`src/rtl/lsu_seq.sv`:
```
// lsu_seq: load/store sequencer between the core memory stage and data memory.
//
// Takes one load or store at a time over req_valid/req_ready, drives the data
// memory port for one access cycle (or one cycle per byte beat for a split
// misaligned access), captures mem_rd and returns a registered response with
// sub-word sign/zero extension applied.
//
// Optional feature macro: LSU_MISALIGN_SPLIT_EN
//   defined   - misaligned H/HU/W accesses are split into byte beats
//   undefined - misaligned H/HU/W accesses are answered with resp_err
//
// Ports:
//   clk, reset_n                 clock, asynchronous active-low reset
//   req_valid/req_ready          request handshake
//   req_we, req_funct3           store flag, RISC-V funct3 access size
//   req_addr, req_wdata          byte address, store data
//   resp_valid, resp_err         one-cycle response pulse, error flag
//   resp_rdata                   extended load data, held until next response
//   mem_MemWrite, mem_SizeLoad   memory write size / load size codes
//   mem_a, mem_wd, mem_rd        memory address, write data, read data
module lsu_seq (
  input  logic        clk,
  input  logic        reset_n,
  input  logic        req_valid,
  output logic        req_ready,
  input  logic        req_we,
  input  logic [2:0]  req_funct3,
  input  logic [31:0] req_addr,
  input  logic [31:0] req_wdata,
  output logic        resp_valid,
  output logic        resp_err,
  output logic [31:0] resp_rdata,
  output logic [1:0]  mem_MemWrite,
  output logic [2:0]  mem_SizeLoad,
  output logic [31:0] mem_a,
  output logic [31:0] mem_wd,
  input  logic [31:0] mem_rd
);

  typedef enum logic [1:0] {IDLE = 2'd0, ACCESS = 2'd1, RESP = 2'd2} state_t;

  state_t      state_reg, state_next;
  logic        we_reg;
  logic [2:0]  funct3_reg;
  logic [31:0] addr_reg;
  logic [31:0] wdata_reg;
  logic        err_reg;
  logic [31:0] rdata_reg;

  logic        accept;
  logic        req_illegal;
  logic        req_misaligned;
  logic        req_err;
  logic        last_beat;
  logic [31:0] load_word;

  // Sign extension for B/H, zero extension for BU/HU, word passes through.
  function automatic logic [31:0] extend(input logic [2:0] f3, input logic [31:0] w);
    case (f3)
      3'b000:  return {{24{w[7]}}, w[7:0]};
      3'b001:  return {{16{w[15]}}, w[15:0]};
      3'b100:  return {24'd0, w[7:0]};
      3'b101:  return {16'd0, w[15:0]};
      default: return w;
    endcase
  endfunction

  // Nothing may be accepted while reset is held, so ready is masked by reset_n
  // as well as by the state.
  assign req_ready = reset_n && ((state_reg == IDLE) || (state_reg == RESP));
  assign accept    = req_valid && req_ready;

  // 011 and 11x are not load/store sizes; unsigned sizes make no sense for stores.
  assign req_illegal = (req_funct3 == 3'b011) || (req_funct3[2:1] == 2'b11) ||
                       (req_we && req_funct3[2]);
  assign req_misaligned = ((req_funct3[1:0] == 2'b01) && req_addr[0]) ||
                          ((req_funct3[1:0] == 2'b10) && (req_addr[1:0] != 2'b00));

`ifdef LSU_MISALIGN_SPLIT_EN
  logic [1:0]  beat_reg;     // index of the beat in flight
  logic [1:0]  last_reg;     // index of the final beat (0 for aligned)
  logic [31:0] asm_reg;      // load bytes gathered from earlier beats
  logic [31:0] asm_cur;      // asm_reg with the current beat's byte merged in
  logic [1:0]  req_last;
  logic        split_access;

  assign req_err      = req_illegal;
  assign req_last     = !req_misaligned ? 2'd0 : (req_funct3[1] ? 2'd3 : 2'd1);
  assign split_access = (last_reg != 2'd0);
  assign last_beat    = (beat_reg == last_reg);

  for (genvar gi = 0; gi < 4; gi++) begin : g_lane
    assign asm_cur[8*gi +: 8] = (beat_reg == 2'(gi)) ? mem_rd[7:0] : asm_reg[8*gi +: 8];
  end

  assign load_word = split_access ? asm_cur : mem_rd;
`else
  assign req_err   = req_illegal || req_misaligned;
  assign last_beat = 1'b1;
  assign load_word = mem_rd;
`endif

  always_ff @(posedge clk or negedge reset_n) begin
    if (!reset_n) state_reg <= IDLE;
    else          state_reg <= state_next;
  end

  always_comb begin
    state_next   = state_reg;
    mem_MemWrite = 2'b00;
    mem_SizeLoad = 3'b111;
    mem_a        = 32'd0;
    mem_wd       = 32'd0;
    case (state_reg)
      IDLE, RESP: begin
        if (accept) state_next = req_err ? RESP : ACCESS;
        else        state_next = IDLE;
      end
      ACCESS: begin
        if (last_beat) state_next = RESP;
`ifdef LSU_MISALIGN_SPLIT_EN
        if (split_access) begin
          mem_a = addr_reg + {30'd0, beat_reg};
          if (we_reg) begin
            mem_MemWrite = 2'b11;
            mem_wd       = {24'd0, wdata_reg[{beat_reg, 3'b000} +: 8]};
          end else begin
            mem_SizeLoad = 3'b011;
          end
        end else
`endif
        begin
          mem_a = addr_reg;
          if (we_reg) begin
            mem_wd = wdata_reg;
            case (funct3_reg[1:0])
              2'b00:   mem_MemWrite = 2'b11;
              2'b01:   mem_MemWrite = 2'b10;
              default: mem_MemWrite = 2'b01;
            endcase
          end else begin
            // Only unsigned sub-word codes are issued; extension is done here.
            case (funct3_reg[1:0])
              2'b00:   mem_SizeLoad = 3'b011;
              2'b01:   mem_SizeLoad = 3'b101;
              default: mem_SizeLoad = 3'b000;
            endcase
          end
        end
      end
      default: state_next = IDLE;
    endcase
  end

  always_ff @(posedge clk or negedge reset_n) begin
    if (!reset_n) begin
      we_reg     <= 1'b0;
      funct3_reg <= 3'd0;
      addr_reg   <= 32'd0;
      wdata_reg  <= 32'd0;
      err_reg    <= 1'b0;
      rdata_reg  <= 32'd0;
`ifdef LSU_MISALIGN_SPLIT_EN
      beat_reg   <= 2'd0;
      last_reg   <= 2'd0;
      asm_reg    <= 32'd0;
`endif
    end else if (accept) begin
      we_reg     <= req_we;
      funct3_reg <= req_funct3;
      addr_reg   <= req_addr;
      wdata_reg  <= req_wdata;
      err_reg    <= req_err;
      // An error response is produced right away, so its data is set here.
      if (req_err) rdata_reg <= 32'd0;
`ifdef LSU_MISALIGN_SPLIT_EN
      beat_reg   <= 2'd0;
      last_reg   <= req_err ? 2'd0 : req_last;
      asm_reg    <= 32'd0;
`endif
    end else if (state_reg == ACCESS) begin
`ifdef LSU_MISALIGN_SPLIT_EN
      beat_reg <= beat_reg + 2'd1;
      asm_reg  <= asm_cur;
`endif
      if (last_beat) rdata_reg <= we_reg ? 32'd0 : extend(funct3_reg, load_word);
    end
  end

  assign resp_valid = (state_reg == RESP);
  assign resp_err   = err_reg;
  assign resp_rdata = rdata_reg;

endmodule

```
`config.mk`:
```
export PLATFORM = sky130hd
export DESIGN_NAME = lsu_seq
export DESIGN_NICKNAME = d
export VERILOG_FILES = /design/src/rtl/lsu_seq.sv
export SDC_FILE = /design/constraint.sdc
export NUM_CORES = 1
export LEC_CHECK = 0
export CAP_MARGIN = 20
export CELL_PAD_IN_SITES_DETAIL_PLACEMENT = 2
export CELL_PAD_IN_SITES_GLOBAL_PLACEMENT = 2
export CORE_MARGIN = 1
export CORE_UTILIZATION = 24
export DETAILED_ROUTE_END_ITERATION = 7
export PLACE_DENSITY = 0.85
export SLEW_MARGIN = 30
export SYNTH_ARGS = -nofsm -noshare
export SYNTH_HDL_FRONTEND = slang
export SYNTH_SLANG_ARGS = --single-unit
```
`constraint.sdc`:
```
create_clock -name clk -period 2.28 [get_ports clk]
set_clock_uncertainty 0.2 [all_clocks]
set_input_delay 0.456 -clock clk [delete_from_list [all_inputs] [get_ports clk]]
set_output_delay 0.456 -clock clk [all_outputs]
set_load 0.005 [all_outputs]
```
==> results of run 1 <==
==> timing repair <==
action,in CTS,in global routing
pin swaps,19,5
resized for setup,308,50
endpoints found under the hold margin,4,0
setup endpoints to repair,69,57
setup buffers,17,5
gates cloned,6,2
hold buffers,1,0
==> routing by layer <==
| metal | global-route usage (%) | wire (um) | vias up |
|---|---|---|---|
| li1 | - | - | 2241 |
| met1 | 24.93 | 8828 | 2477 |
| met2 | 36.03 | 10870 | 154 |
| met3 | 3.113 | 1016 | 31 |
| met4 | 6.537 | 480 | 0 |
| met5 | 0 | 0 | - |
==> synth_stat cells, types with 2 or more instances <==
cell	count	share of area, %
mux2_2	2	0.46
o31ai_2	19	4.9
and2_1	32	4.1
o311ai_0	20	3.6
clkinv_1	2	0.15
nor2b_1	3	0.39
nand2_1	199	15
a21oi_1	2	0.21
inv_1	9	0.69
o21ai_0	13	1.3
dfrtp_1	103	53
nor2_1	29	2.2
and3_1	32	4.1
buf_2	9	0.93
buf_6	3	0.69
o311ai_1	3	0.54
clkbuf_1	28	2.2
nand2b_1	2	0.26
nand4_1	8	1.0
o31ai_1	4	0.62
==> worst paths after layout <==
kind | from | endpoint | slack, ps | cells past startpoint
worst max-delay path | state_reg[0] | mem_wd[5] | 30 | 6
worst min-delay path | reset_n | resp_rdata[9] | 150 | 2
worst max register to register | state_reg[0] | resp_rdata[14] | 180 | 6
worst min register to register | addr_reg[2] | addr_reg[2] | 270 | 2
max in group asynchronous | reset_n | wdata_reg[26] | 640 | 3
min in group clk | addr_reg[2] | addr_reg[2] | 270 | 2
==> power groups by stage <==
| stage | registers, mW | clock network [mW] | logic (mW) |
|---|---|---|---|
| 3_3_place_gp | 2.26 | 0 | 1.06 |
| 4_1_cts | 2.26 | 1.61 | 1.20 |
| 5_1_grt | 2.30 | 1.68 | 1.31 |
| 3_5_place_dp | 2.29 | 0 | 1.12 |
| 2_1_floorplan | 2.22 | 0 | 0.473 |
| 6_report | 2.27 | 1.57 | 1.20 |
==> logic make-up (layout without fill, tap and decap cells) <==
family / after synthesis / count (layout) / share of synthesized area (%)
AND/OR/NAND/NOR: 310 / 310 / 28.70
flip-flops: 103 / 103 / 52.97
AO/OA/AOI/OAI: 67 / 68 / 12.93
buffers and inverters: 54 / 286 / 4.937
multiplexers: 2 / 2 / 0.4628
other: 0 / 1 / 0
==> final cells by class <==
| class | count | share of cell area [%] |
|---|---|---|
| tap | 265 | 4.096 |
| multi-input combinational | 380 | 27.73 |
| inverter | 12 | 0.5565 |
| clock buffer | 11 | 2.875 |
| timing repair buffer | 258 | 32.12 |
| sequential | 103 | 31.86 |
| antenna | 1 | 0.03092 |
| clock inverter | 5 | 0.7265 |
==> per-stage QoR <==
step | setup slack, ps | instances
after floorplan | 377.1 | 536
after global placement | -143.4 | 990
after detailed placement | -254.4 | 990
after CTS | -161.7 | 1030
after global routing | -29.22 | 1035
final | 32.03 | 1035
==> critical path: stages, from the launching register on <==
cell and delay [ps]:
dfrtp_2 410, nor2b_4 140, buf_12 140, buf_12 120
buf_16 140, and3_1 190, buf_2 130
==> cell usage in the layout, fill, tap and decap left out, types with 18 or more instances in the layout <==
master           Yosys  routed
o31ai_2             19      19
buf_2                9      25
nor2_1              29      27
dfrtp_1            103     102
o311ai_0            20      20
clkdlybuf4s50_1      0     134
buf_4                1      28
and3_4               0      18
buf_6                3      34
and2_4               0      25
nand2_1            199     198
==> flow_metrics.py, run 1 <==
metrics = {
    "clocking": {
        "ctsHtreeMaxLevel": 3,
        "path_clk_slew_ps": 70,
        "cts-root-buf": "clkbuf_16",
        "clock-sinks": 103,
        "cts_made_buffers": 9,
        "clock_latency_ps": 330,
        "clockBufferDepth": 2,
        "tritoncts": "yes",
    },
    "yosys": {
        "async_reset_ff_share_pct": 100.0,
        "synth_ff_type": "dfrtp_1",
        "synth_area_per_cell_sq_um": 9.078,
        "synthCells": 536,
        "ys_ff_latch": 103,
        "ys_seq_area_share_pct": 52.97,
        "postSynthNetCount": 639,
        "synth_edf_count": 0,
        "yosys_warnings": 0,
        "synth.lib_cells_used.distinct": 34,
        "syn_area_sq_mm": 0.004866,
    },
    "cells_and_area": {
        "fillers": 2112,
        "final_util_pct": 41.18,
        "nNetsFinal": 867,
        "regArea_sq_mm": 0.002579,
        "drive_gt1_share_pct": 27.57,
        "synthToLayoutAreaGrowth_pct": 66.34,
        "fin_area_sq_mm": 0.008094,
        "multiInputGateArea_sq_mm": 0.002245,
    },
    "detailed_routing": {
        "wl_mm": 21.20,
        "ant_nets": 0,
        "viasPerCell": 4.737,
        "drt-pass1-iter-count": 4,
        "drt-initial-drc-count": 143,
        "vias": 4903,
        "drc": 0,
        "wire_per_inst_um": 20.48,
    },
    "sta": {
        "rsz0062_at_grt": "yes",
        "hold_violations": 0,
        "fin_crit_sh_pct": 98.60,
        "setup_tns_ps": 0,
        "slew_headroom_pct": 47.63,
        "hold_slack_ps": 153.5,
        "min_period_ps": 2248,
        "clock.fmax_mhz": 444.8,
        "maxSlewViolCount": 0,
        "worstMarginPinSlew_ps": 785.6,
        "setup_viol": 0,
    },
    "power_and_ir_drop": {
        "power_frac_seq_pct": 45.0,
        "power.total_mw": 5.046,
        "p_sw_share_pct": 29.28,
        "ir_drop_mv": 0.3206,
        "p_sw_mw": 1.478,
        "power_frac_comb_pct": 23.8,
        "cellPowerDensity_mw_per_mm2": 623.4,
        "p_leak_nw": 3.864,
        "power.internal_mw": 3.568,
        "clockPowerShare_pct": 31.2,
    },
    "grt": {
        "antenna_found_initial": 1,
        "grt_pass1_wl_mm": 31.67,
        "grt_overflow_total": 0,
        "grt_util_all_layers_pct": 20.27,
        "grt_pass1_vias": 5507,
        "grt_max_degree": 59,
    },
    "floorplan": {
        "coreArea_sq_mm": 0.01965,
        "row_count": 51,
        "dieArea_sq_mm": 0.02085,
        "start_util_pct": 24.76,
        "die_w_um": 144.4,
        "dieHeight_um": 144.4,
        "num_io_pins": 207,
    },
    "setup_path": {
        "crit_fanout": 13,
        "arrival_ps": 1590,
        "worstPathRequired_ps": 1620,
        "cp-end-kind": "output pin",
        "startpoint_type": "register",
        "critPathKind": "reg2out",
    },
    "placed_design": {
        "place_hpwl_mm": 14.03,
        "gp_congestion": 0.7564,
        "io_buffers": 206,
        "placed_area_sq_mm": 0.007330,
    },
    "job": {
        "drv_cap": 0,
    },
    "min_path": {
        "hp-class": "in2async",
    },
    "run_status": {
        "outcome": "finished, final reports clean",
    },
}
(Power assumes the default switching activity.)
==> run 2, diff against run 1 <==
==> constraint.sdc (replaced) <==
create_clock -name clk -period 2.28 [get_ports clk]
set_clock_uncertainty 0.2 [all_clocks]
set_input_delay 0.456 -clock clk [delete_from_list [all_inputs] [get_ports clk]]
set_output_delay 0.456 -clock clk [all_outputs]
set_load 0.1 [all_outputs]
==> flow_metrics.py, run 2 (same netlist as run 1, synthesis figures left out) <==
metrics = {
    "cells_and_area": {
        "finalNonFillerCells": 1009,
        "mostFrequentLayoutCells": "nand2_1 (198), dfrtp_1 (101), clkdlybuf4s50_1 (101)",
        "diodes": 0,
        "drive_gt1_share_pct": 33.20,
        "synthToLayoutAreaGrowth_pct": 77.24,
        "multiInputGateArea_sq_mm": 0.002310,
        "fillers": 2065,
        "regArea_sq_mm": 0.002580,
        "nNetsFinal": 842,
        "final_common_cell": "nand2_1",
        "fin_area_sq_mm": 0.008625,
    },
    "sta": {
        "fin_crit_sh_pct": 100.8,
        "setup_tns_ps": -101.0,
        "rsz0062_at_grt": "yes",
        "setup_ws_ps": -18.07,
        "slew_headroom_pct": 47.36,
        "hold_violations": 0,
        "setup_viol": 10,
        "maxSlewViolCount": 0,
        "min_period_ps": 2298,
        "worstMarginPinSlew_ps": 789.6,
        "clock.fmax_mhz": 435.1,
    },
    "grt": {
        "grt_max_degree": 59,
        "use_met1_pct": 21.54,
        "grtUsageMet3_pct": 4.967,
        "grtUsageMet2_pct": 38.06,
        "grt_overflow_total": 0,
        "grt_util_all_layers_pct": 20.08,
        "grt-busiest-layer": "met2",
        "antenna_found_initial": 0,
        "grt_pass1_wl_mm": 31.40,
        "grt_pass1_vias": 5492,
    },
    "setup_path": {
        "worstPathRequired_ps": 1620,
        "r2r_cells": 3,
        "startpoint_type": "register",
        "critPathKind": "reg2out",
        "crit_start": "state_reg[1]",
        "cp-end-kind": "output pin",
        "regToRegEndpoint": "resp_rdata[15]",
        "crit_fanout": 13,
        "cp-endpoint": "mem_wd[1]",
        "worstReg2RegStart": "funct3_reg[1]",
        "reg2reg_slack_ps": 330,
        "arrival_ps": 1640,
    },
    "placed_design": {
        "io_buffers": 206,
        "place_hpwl_mm": 14.70,
        "pre_cts_slack_ps": -117.6,
        "placed_area_sq_mm": 0.008048,
        "gp_congestion": 0.7419,
        "placedCellCount": 987,
    },
    "job": {
        "drv_cap": 0,
    },
    "power_and_ir_drop": {
        "p_leak_nw": 3.924,
        "power.total_mw": 5.991,
        "cellPowerDensity_mw_per_mm2": 694.7,
        "ir_drop_mv": 0.4369,
    },
    "detailed_routing": {
        "ant_nets": 0,
        "drc": 0,
        "wire_per_inst_um": 20.45,
        "wl_mm": 20.64,
        "viasPerCell": 4.687,
        "drt-initial-drc-count": 131,
        "vias": 4729,
        "drt-pass1-iter-count": 4,
    },
    "clocking": {
        "path_clk_slew_ps": 70,
        "tritoncts": "yes",
        "ctsHtreeMaxLevel": 3,
        "clockBufferDepth": 2,
        "clock_latency_ps": 350,
        "cts-root-buf": "clkbuf_16",
        "clock-sinks": 103,
        "cts_made_buffers": 9,
    },
    "run_status": {
        "violations": "setup timing",
        "outcome": "finished with violations",
    },
    "floorplan": {
        "row_count": 51,
        "dieHeight_um": 144.4,
        "start_util_pct": 24.76,
        "dieArea_sq_mm": 0.02085,
        "num_io_pins": 207,
        "die_w_um": 144.4,
        "coreArea_sq_mm": 0.01965,
    },
    "min_path": {
        "hp-class": "reg2reg",
    },
}
[run 2: changes by cell type in the layout (fill, tap and decap cells not counted), moves of 4 or more]
cell             previous run  this run
and2_1                      7         0
and2_4                     25        32
and3_1                     14         0
and3_2                      0         8
and3_4                     18        24
buf_12                     10        78
buf_16                      5         1
buf_2                      25         0
buf_4                      28        51
buf_6                      34         0
clkbuf_2                   14         0
clkdlybuf4s50_1           134       101
[run 2: what timing repair did]
item	in CTS	in global routing
setup endpoints to repair	69	67
cloned	1	2
buffers inserted	2	1
pin swaps	22	16
resized for setup	30	33
hold buffers	1	0
endpoints found under the hold margin	19	0
[run 2: worst min-delay path by stage]
stage / from / to / slack (ps) / cells after the start
after global routing: wdata_reg[23] / wdata_reg[23] / 310 / 2
after detailed placement: addr_reg[30] / addr_reg[30] / 260 / 2
after global placement: addr_reg[28] / addr_reg[28] / 250 / 2
after CTS: addr_reg[23] / addr_reg[23] / 280 / 2
after floorplan: reset_n / addr_reg[0] / -40 / 0
final: addr_reg[30] / addr_reg[30] / 280 / 2
[run 2: routing by layer]
layer | share of wire (%) | wire length [um]
met5 | 0 | 0
met3 | 5.5 | 1129
met1 | 38 | 7899
met2 | 54 | 11130
met4 | 2.3 | 480
[run 2: critical path: stages, from the launching register on]
cell	delay, ps
dfrtp_1	420
nor2b_4	140
buf_12	150
clkbuf_16	190
and3_4	210
buf_12	170
[run 2: final cells by class]
cell class,instances,share of cell area [%]
Clock buffer,11,2.698
Clock inverter,5,0.9575
Inverter,12,0.5223
Multi-Input combinational cell,379,26.78
Sequential cell,103,29.91
Tap cell,265,3.844
Timing Repair Buffer,234,35.28
[run 2: report_power, final]
part	total, mW	switching, mW	internal (mW)	leakage, nW
clock network	1.69	0.727	0.965	0.142
registers	2.28	0.196	2.08	1.31
logic	2.02	1.39	0.633	2.47
[run 2: metrics by stage]
stage / utilization [%] / hold slack, ps
floorplan: - / -39.59
global placement: 40.95 / 248.7
detailed placement: 40.95 / 260.5
CTS: 43.18 / 281.0
global route: 43.88 / 307.4
finish: 43.88 / 284.4
==> run 3, diff against run 2 <==
- SLEW_MARGIN: 30 -> 20
==> results of run 3 <==
The final DEF is identical to that of run 2; final timing and power are the same.
